<file path="src/rtl/keypad_pkg.sv">
// Shared definitions for the keypad CPU port: register map, bit positions
// and capture FSM encoding.
package keypad_pkg;

  localparam logic ADDR_DATA = 1'b0;
  localparam logic ADDR_STAT = 1'b1;

  localparam int ST_NE     = 0;
  localparam int ST_FULL   = 1;
  localparam int ST_OVF    = 2;
  localparam int ST_IEN    = 3;
  localparam int ST_CNT_LO = 4;
  localparam int ST_CNT_HI = 7;

  localparam int CT_IEN     = 0;
  localparam int CT_OVF_CLR = 6;
  localparam int CT_FLUSH   = 7;

  typedef enum logic [1:0] {
    S_IDLE = 2'd0,
    S_WAIT = 2'd1,
    S_PUSH = 2'd2
  } cap_state_e;

endpackage

</file>
<file path="src/rtl/keypad_fifo.sv">
// Synchronous DEPTH x 8 key FIFO with sticky overflow and flush.
module keypad_fifo #(
  parameter int DEPTH = 8
) (
  input  logic       clk,
  input  logic       rst_n,
  input  logic       push_i,
  input  logic [7:0] push_data_i,
  input  logic       pop_i,
  input  logic       flush_i,
  input  logic       ovf_clr_i,
  output logic [7:0] head_o,
  output logic [3:0] count_o,
  output logic       full_o,
  output logic       empty_o,
  output logic       overflow_o
);

  localparam int AW = (DEPTH > 1) ? $clog2(DEPTH) : 1;

  logic [AW-1:0] wr_ptr_q, rd_ptr_q;
  logic [3:0]    count_q, count_d;
  logic          ovf_q;
  logic [7:0]    mem_q [DEPTH];
  logic          do_push, do_pop;

  assign empty_o    = (count_q == 4'd0);
  assign full_o     = (count_q == 4'(DEPTH));
  assign count_o    = count_q;
  assign overflow_o = ovf_q;
  assign head_o     = mem_q[rd_ptr_q];

  // A pop frees a slot in the same cycle, so a full FIFO can still accept.
  assign do_pop  = pop_i & ~empty_o;
  assign do_push = push_i & (~full_o | do_pop);

  always_comb begin
    count_d = count_q;
    case ({do_push, do_pop})
      2'b10:   count_d = count_q + 4'd1;
      2'b01:   count_d = count_q - 4'd1;
      default: count_d = count_q;
    endcase
  end

  always_ff @(posedge clk or negedge rst_n) begin
    if (!rst_n) begin
      wr_ptr_q <= '0;
      rd_ptr_q <= '0;
      count_q  <= '0;
      ovf_q    <= 1'b0;
    end else if (flush_i) begin
      wr_ptr_q <= '0;
      rd_ptr_q <= '0;
      count_q  <= '0;
      ovf_q    <= 1'b0;
    end else begin
      if (do_push) wr_ptr_q <= wr_ptr_q + 1'b1;
      if (do_pop)  rd_ptr_q <= rd_ptr_q + 1'b1;
      count_q <= count_d;
      if (push_i && !do_push) ovf_q <= 1'b1;
      else if (ovf_clr_i)     ovf_q <= 1'b0;
    end
  end

  always_ff @(posedge clk) begin
    if (do_push && !flush_i) mem_q[wr_ptr_q] <= push_data_i;
  end

endmodule

</file>
<file path="src/rtl/keypad_port.sv">
// 6502-bus port for the keypad: resynchronises key/press, queues presses in
// a FIFO and exposes DATA and STATUS/CTRL registers plus a level interrupt.
module keypad_port
  import keypad_pkg::*;
#(
  parameter int DEPTH      = 8,
  parameter int SETTLE_CYC = 4
) (
  input  logic       clk,
  input  logic       rst_n,
  input  logic [7:0] key,
  input  logic       key_press,
  input  logic       cs,
  input  logic       addr,
  input  logic       we,
  input  logic [7:0] wdata,
  output logic [7:0] rdata,
  output logic       irq
);

  logic       press_s1_q, press_s2_q, press_prev_q;
  logic [7:0] key_s1_q, key_s2_q;
  logic       rise;

  cap_state_e state_q;
  logic [3:0] settle_q;
  logic       push_q;

  logic       irq_en_q, irq_en_d;
  logic       rd_acc, wr_acc, pop, ctrl_wr, flush, ovf_clr;
  logic [7:0] head, status;
  logic [3:0] count;
  logic       full, empty, overflow;
  logic       ctrl_unused;

  always_ff @(posedge clk or negedge rst_n) begin
    if (!rst_n) begin
      press_s1_q   <= 1'b0;
      press_s2_q   <= 1'b0;
      press_prev_q <= 1'b0;
      key_s1_q     <= 8'h00;
      key_s2_q     <= 8'h00;
    end else begin
      press_s1_q   <= key_press;
      press_s2_q   <= press_s1_q;
      press_prev_q <= press_s2_q;
      key_s1_q     <= key;
      key_s2_q     <= key_s1_q;
    end
  end

  assign rise = press_s2_q & ~press_prev_q;

  // The key bus is only sampled after the settle delay, once all bits agree.
  always_ff @(posedge clk or negedge rst_n) begin
    if (!rst_n) begin
      state_q  <= S_IDLE;
      settle_q <= 4'd0;
      push_q   <= 1'b0;
    end else begin
      case (state_q)
        S_IDLE: begin
          push_q <= 1'b0;
          if (rise) begin
            settle_q <= 4'(SETTLE_CYC);
            state_q  <= S_WAIT;
          end
        end
        S_WAIT: begin
          if (settle_q <= 4'd1) begin
            settle_q <= 4'd0;
            push_q   <= 1'b1;
            state_q  <= S_PUSH;
          end else begin
            settle_q <= settle_q - 4'd1;
          end
        end
        S_PUSH: begin
          push_q  <= 1'b0;
          state_q <= S_IDLE;
        end
        default: begin
          push_q  <= 1'b0;
          state_q <= S_IDLE;
        end
      endcase
    end
  end

  // Bus: every cycle with cs high is exactly one access; a DATA read pops.
  assign rd_acc  = cs & ~we;
  assign wr_acc  = cs & we;
  assign pop     = rd_acc & (addr == ADDR_DATA);
  assign ctrl_wr = wr_acc & (addr == ADDR_STAT);
  assign flush   = ctrl_wr & wdata[CT_FLUSH];
  assign ovf_clr = ctrl_wr & wdata[CT_OVF_CLR];
  assign irq_en_d = ctrl_wr ? wdata[CT_IEN] : irq_en_q;
  assign ctrl_unused = ^wdata[5:1];

  always_ff @(posedge clk or negedge rst_n) begin
    if (!rst_n) irq_en_q <= 1'b0;
    else        irq_en_q <= irq_en_d;
  end

  keypad_fifo #(.DEPTH(DEPTH)) u_fifo (
    .clk         (clk),
    .rst_n       (rst_n),
    .push_i      (push_q),
    .push_data_i (key_s2_q),
    .pop_i       (pop),
    .flush_i     (flush),
    .ovf_clr_i   (ovf_clr),
    .head_o      (head),
    .count_o     (count),
    .full_o      (full),
    .empty_o     (empty),
    .overflow_o  (overflow)
  );

  always_comb begin
    status                        = 8'h00;
    status[ST_NE]                 = ~empty;
    status[ST_FULL]               = full;
    status[ST_OVF]                = overflow;
    status[ST_IEN]                = irq_en_q;
    status[ST_CNT_HI:ST_CNT_LO]   = count;
  end

  assign rdata = (addr == ADDR_DATA) ? (empty ? 8'h00 : head) : status;
  assign irq   = irq_en_q & ~empty;

endmodule

</file>
<file path="config.mk">
export PLATFORM = sky130hd
export DESIGN_NAME = keypad_port
export DESIGN_NICKNAME = d
export VERILOG_FILES = /design/src/rtl/keypad_pkg.sv /design/src/rtl/keypad_fifo.sv /design/src/rtl/keypad_port.sv
export SDC_FILE = /design/constraint.sdc
export NUM_CORES = 1
export LEC_CHECK = 0
export CORE_MARGIN = 2
export CORE_UTILIZATION = 43
export CTS_CLUSTER_SIZE = 20
export DETAILED_ROUTE_END_ITERATION = 8
export PLACE_DENSITY = 0.6
export SYNTH_ARGS = -nofsm -noshare
export SYNTH_HDL_FRONTEND = slang
export SYNTH_SLANG_ARGS = --single-unit
</file>
<file path="constraint.sdc">
create_clock -name clk -period 6 [get_ports clk]
set_input_delay 1.2 -clock clk [delete_from_list [all_inputs] [get_ports clk]]
set_output_delay 1.2 -clock clk [all_outputs]
set_load 0.01 [all_outputs]
</file>
==> results of run 1 <==
cell type report:
type	instances	area, um2
clock inverters	3	28.8
multi-input cells	129	1130
repair buffers	27	260
clock buffers	13	139
well taps	129	161
flip-flops and latches	102	2870
fillers	792	4610
inverters	9	33.8
kinds of logic (layout without fill, tap and decap cells):
group,count (synthesis),after routing
flops,102,102
simple gates,61,61
compound gates,30,30
mux,27,27
buf+inv,20,52
xor+xnor,6,6
fa+ha+maj,5,5
final timing paths:
kind                                       to  slack (ps)  cells after the start
setup / recovery                     rdata[1]        1770                      5
hold / removal                    key_s2_q[0]         360                      0
setup reg to reg            u_fifo.count_o[2]        3170                      7
hold reg to reg                   key_s2_q[0]         360                      0
max in group asynchronous  u_fifo.rd_ptr_q[0]        4460                      1
min in group asynchronous         key_s2_q[6]         960                      1
power groups by stage:
stage / Clock [mW] / Sequential, mW / Combinational (mW)
after global placement: 0 / 0.968 / 0.535
after global routing: 0.430 / 0.970 / 0.593
after detailed placement: 0 / 0.970 / 0.539
final: 0.384 / 0.954 / 0.534
after floorplan: 0 / 0.877 / 0.441
after CTS: 0.398 / 0.954 / 0.542
critical path, cell delays in order:
cell	delay, ps
clkdlybuf4s50_1	670
inv_1	170
nor2_1	60
a211oi_1	330
clkdlybuf4s50_1	600
state kept, by name (all words and copies together), names as in the netlist:
signal	flops
key_s1_q	8
press_s2_q	1
press_prev_q	1
irq_en_q	1
u_fifo.mem_q	64
u_fifo.overflow_o	1
u_fifo.rd_ptr_q	3
u_fifo.wr_ptr_q	3
state_q	2
settle_q	4
push_q	1
press_s1_q	1
key_s2_q	8
u_fifo.count_o	4
per-layer routing:
metal	global-route usage, %	part of all wire [%]	vias up
li1	-	-	1005
met1	22.0	48	1086
met2	23.7	47	42
met3	3.59	3.5	6
met4	5.30	0.99	0
met5	0	0	-
per-stage QoR:
step	instances	worst slack, ps	instance area, um2	utilization (%)
after global placement	396	1780	4460	48.3
after global routing	412	1620	4630	50.1
after floorplan	251	2870	4080	-
final	412	1770	4630	50.1
after detailed placement	396	1790	4460	48.3
after CTS	412	1770	4630	50.1
placed cells by master, fill, tap and decap left out, types with 2 or more instances in the layout:
master	n
mux2_2	7
edfxtp_1	64
mux2i_1	4
nor3b_1	3
nor2_1	22
xor2_1	4
a21oi_1	3
nand2b_1	4
inv_1	9
clkbuf_8	9
nand3_1	2
nand4_1	3
xnor2_1	2
clkdlybuf4s50_1	24
clkbuf_1	4
mux4_2	16
nor3_1	6
buf_4	2
o21ai_0	9
ha_1	5
dfrtp_1	38
a22o_1	5
nor2b_1	2
nand2_1	9
a211oi_1	3
==> results.yml, run 1 <==
cts:
  h-tree-depth: 3
  cts_setup_buffers: 0
  cts_tree: "built"
  clock-sinks: 102
  holdBufCountCts: 0
  clk_latency_ps: 350
  cts_buffers: 9
  cts.clk_slew.worst_paths_ps: 90
  cts-root-buf: "clkbuf_8"
  clockBufferDepth: 2
  cts_resized: 0
power_and_ir_drop:
  seq_power_share_pct: 51.0
  p_leak_nw: 1.66
  power.internal_mw: 1.28
  pwr-share-clk_pct: 20.5
  switching_share_pct: 31.6
  p_comb_share_pct: 28.5
  power.density_mw_per_mm2: 404
  irDropWorstVdd_v: 0.000152
  power.total_mw: 1.87
  switchingPower_mw: 0.591
placement:
  io_buffers: 25
  place_congestion: 0.756
  dpl.hpwl_um: 4580
timing:
  hold_violations: 0
  rsz0062_at_grt: "no"
  setup_viol: 0
  hold_ws_ps: 356
  period_minus_slack_ps: 4230
  period_share_pct: 70.4
  final.setup.tns_ps: 0
  fmax_mhz: 237
  worstMarginPinSlew_ps: 979
  final_max_slew_viol_count: 0
  slew_headroom_pct: 34.5
  fin_skew_ps: 9.02
logic_synthesis:
  synth_xor_xnor_area_share_pct: 1.29
  yosysSeqAreaShare_pct: 70.3
  synth_compound_area_share_pct: 5.06
  yosysMostFrequentCell: "edfxtp_1"
  synth_area_mm2: 0.00408
  synthTopCellsByCount: "edfxtp_1, dfrtp_1, nor2_1, mux4_2"
  synth_edf_count: 64
  synth_top_area_share_pct: 47.1
  synth_cell_type_count: 44
  avgSynthCellArea_um2: 16.3
  postSynthCellCount: 251
  synthTopCellsByArea: "edfxtp_1, dfrtp_1, mux4_2"
  muxShareOfSynthArea_pct: 11.7
  synth_ff_type: "edfxtp_1"
  yosys_warnings: 0
  synth_adder_area_share_pct: 1.53
  synth_simple_gate_area_share_pct: 8.00
  async_flop_share_pct: 37.3
  ys_ff_latch: 102
  syn_nets: 278
  synth_top_family_by_area: "multiplexers"
  yosysTopAreaCell: "edfxtp_1"
setup_path:
  path_class: "in -> out"
  end_kind: "output port"
  critPathLaunchType: "primary input"
  required_ps: 4800
  crit_start: "addr"
  worstPathArrival_ps: 3030
  rr_startpoint: "u_fifo.count_o[2]"
  crit_fanout: 15
route:
  drtAntennaViolNets: 0
  dr.pass1.iters: 4
  drc: 0
  drt-total-wl_um: 7280
  via_count: 2139
  drtIter0Drc: 57
  vias_per_cell: 5.19
  wl_per_cell_um: 17.7
grt:
  grt_pass1_wl_um: 11600
  grt_usage_pct: 15.5
  grt_max_degree: 39
  antenna_found_initial: 0
  grt-ovfl-total: 0
  grt_pass1_vias: 2067
floorplanning:
  io-pin-count: 31
  core-area_mm2: 0.00924
  start_util_pct: 44.2
  rows: 35
  die_area_mm2: 0.0103
  die_height_um: 101
  die_w_um: 101
min_path:
  min_from: "key_s1_q[0]"
  hp-class: "reg -> reg"
run:
  cap_violations: 0
cells_and_area:
  drive_above_1_share_pct: 15.5
  nets: 305
  antenna_cells: 0
  synthToLayoutAreaGrowth_pct: 13.3
status:
  status: "finished clean"
Note: power is estimated with default switching activity, not from simulation.
==> inputs of run 2 (changes only) <==
clock period = 4.4 ns   (was 6 ns; I/O delays follow)
==> results.yml, run 2 (same netlist as run 1, synthesis figures left out) <==
floorplanning:
  start_util_pct: 44.2
  die_height_um: 101
  die_area_mm2: 0.0103
  die_w_um: 101
  rows: 35
  io-pin-count: 31
  core-area_mm2: 0.00924
cells_and_area:
  nets: 313
  largest_reg_flops: 64
  drive_above_1_share_pct: 18.6
  top_register: "u_fifo.mem_q"
  antenna_cells: 0
  final_cell_mix: "edfxtp_1, dfrtp_1, clkdlybuf4s50_1, nor2_1, mux4_2"
  largestRegisters: "u_fifo.mem_q x64, key_s1_q x8, key_s2_q x8"
  final_common_cell: "edfxtp_1"
  synthToLayoutAreaGrowth_pct: 15.9
power_and_ir_drop:
  power.total_mw: 2.64
  p_leak_nw: 1.73
  power.density_mw_per_mm2: 559
  irDropWorstVdd_v: 0.000221
setup_path:
  required_ps: 3520
  critPathLaunchType: "flop"
  r2r_setup_slack_ps: 1560
  path_class: "reg -> out"
  worstPathArrival_ps: 2790
  crit_fanout: 12
  end_kind: "output port"
route:
  wl_per_cell_um: 17.2
  drc: 0
  via_count: 2153
  drt-total-wl_um: 7230
  vias_per_cell: 5.13
  dr.pass1.iters: 4
  drtIter0Drc: 39
  drtAntennaViolNets: 0
cts:
  cts_setup_buffers: 0
  cts.clk_slew.worst_paths_ps: 90
  cts_tree: "built"
  cts_buffers: 9
  cts_resized: 0
  clockBufferDepth: 2
  cts-root-buf: "clkbuf_8"
  clk_latency_ps: 350
  holdBufCountCts: 0
  clock-sinks: 102
  h-tree-depth: 3
timing:
  hold_violations: 0
  worstMarginPinSlew_ps: 891
  slew_headroom_pct: 40.6
  fmax_mhz: 272
  rsz0062_at_grt: "no"
  final.setup.tns_ps: 0
  setup_viol: 0
  final_max_slew_viol_count: 0
  period_share_pct: 83.5
  fin_skew_ps: 9.24
  period_minus_slack_ps: 3670
placement:
  place_congestion: 0.746
  io_buffers: 25
  dpl.hpwl_um: 4690
status:
  status: "finished clean"
grt:
  grt_use_met3_pct: 3.17
  antenna_found_initial: 0
  grtUsageMet1_pct: 21.5
  grt_usage_pct: 15.5
  grt_pass1_wl_um: 11600
  grt-ovfl-total: 0
  grt_max_degree: 39
  top_usage_layer: "met2"
  grt_pass1_vias: 2092
  met2_usage_pct: 24.2
run:
  cap_violations: 0
min_path:
  hp-class: "reg -> reg"
[run 2: final cells by class]
class / instances / area (um2)
fill: 783 / 4510
sequential: 102 / 2870
multi-input combinational: 129 / 1130
tap: 129 / 161
inverter: 9 / 33.8
timing repair buffer: 35 / 333
clock buffer: 11 / 141
clock inverter: 5 / 63.8
[run 2: final timing paths]
path                       cells after the start          startpoint                end
max                                            6  u_fifo.rd_ptr_q[0]           rdata[0]
min                                            0         key_s1_q[7]        key_s2_q[7]
max reg2reg                                    7   u_fifo.count_o[1]  u_fifo.count_o[2]
min reg2reg                                    0         key_s1_q[7]        key_s2_q[7]
max in group asynchronous                      1               rst_n           irq_en_q
min in group asynchronous                      1               rst_n        key_s1_q[6]
[run 2: worst max-delay path, stage by stage, from the launching register on]
cell and delay, ps:
dfrtp_1 670, buf_12 230, mux4_2 510, nor2b_1 140
a211oi_1 300, nor2_1 80, clkdlybuf4s50_1 510
[run 2: metal layers]
metal	wire, um	vias to the layer above
met2	3450	41
li1	-	1027
met4	124	0
met1	3470	1073
met5	0	-
met3	182	12
[run 2: per-stage QoR]
stage	utilization [%]	area (um2)	cells	setup slack, ps	hold WS (ps)
after floorplan	-	4080	251	1590	331
after global placement	49.0	4530	404	747	333
after detailed placement	49.0	4530	404	694	335
after CTS	51.2	4730	420	667	356
after global routing	51.2	4730	420	561	364
final	51.2	4730	420	728	355
[run 2: power by group]
part / switching, mW / internal (mW) / total [mW]
Clock: 0.316 / 0.285 / 0.601
Combinational: 0.321 / 0.422 / 0.742
Sequential: 0.175 / 1.13 / 1.30
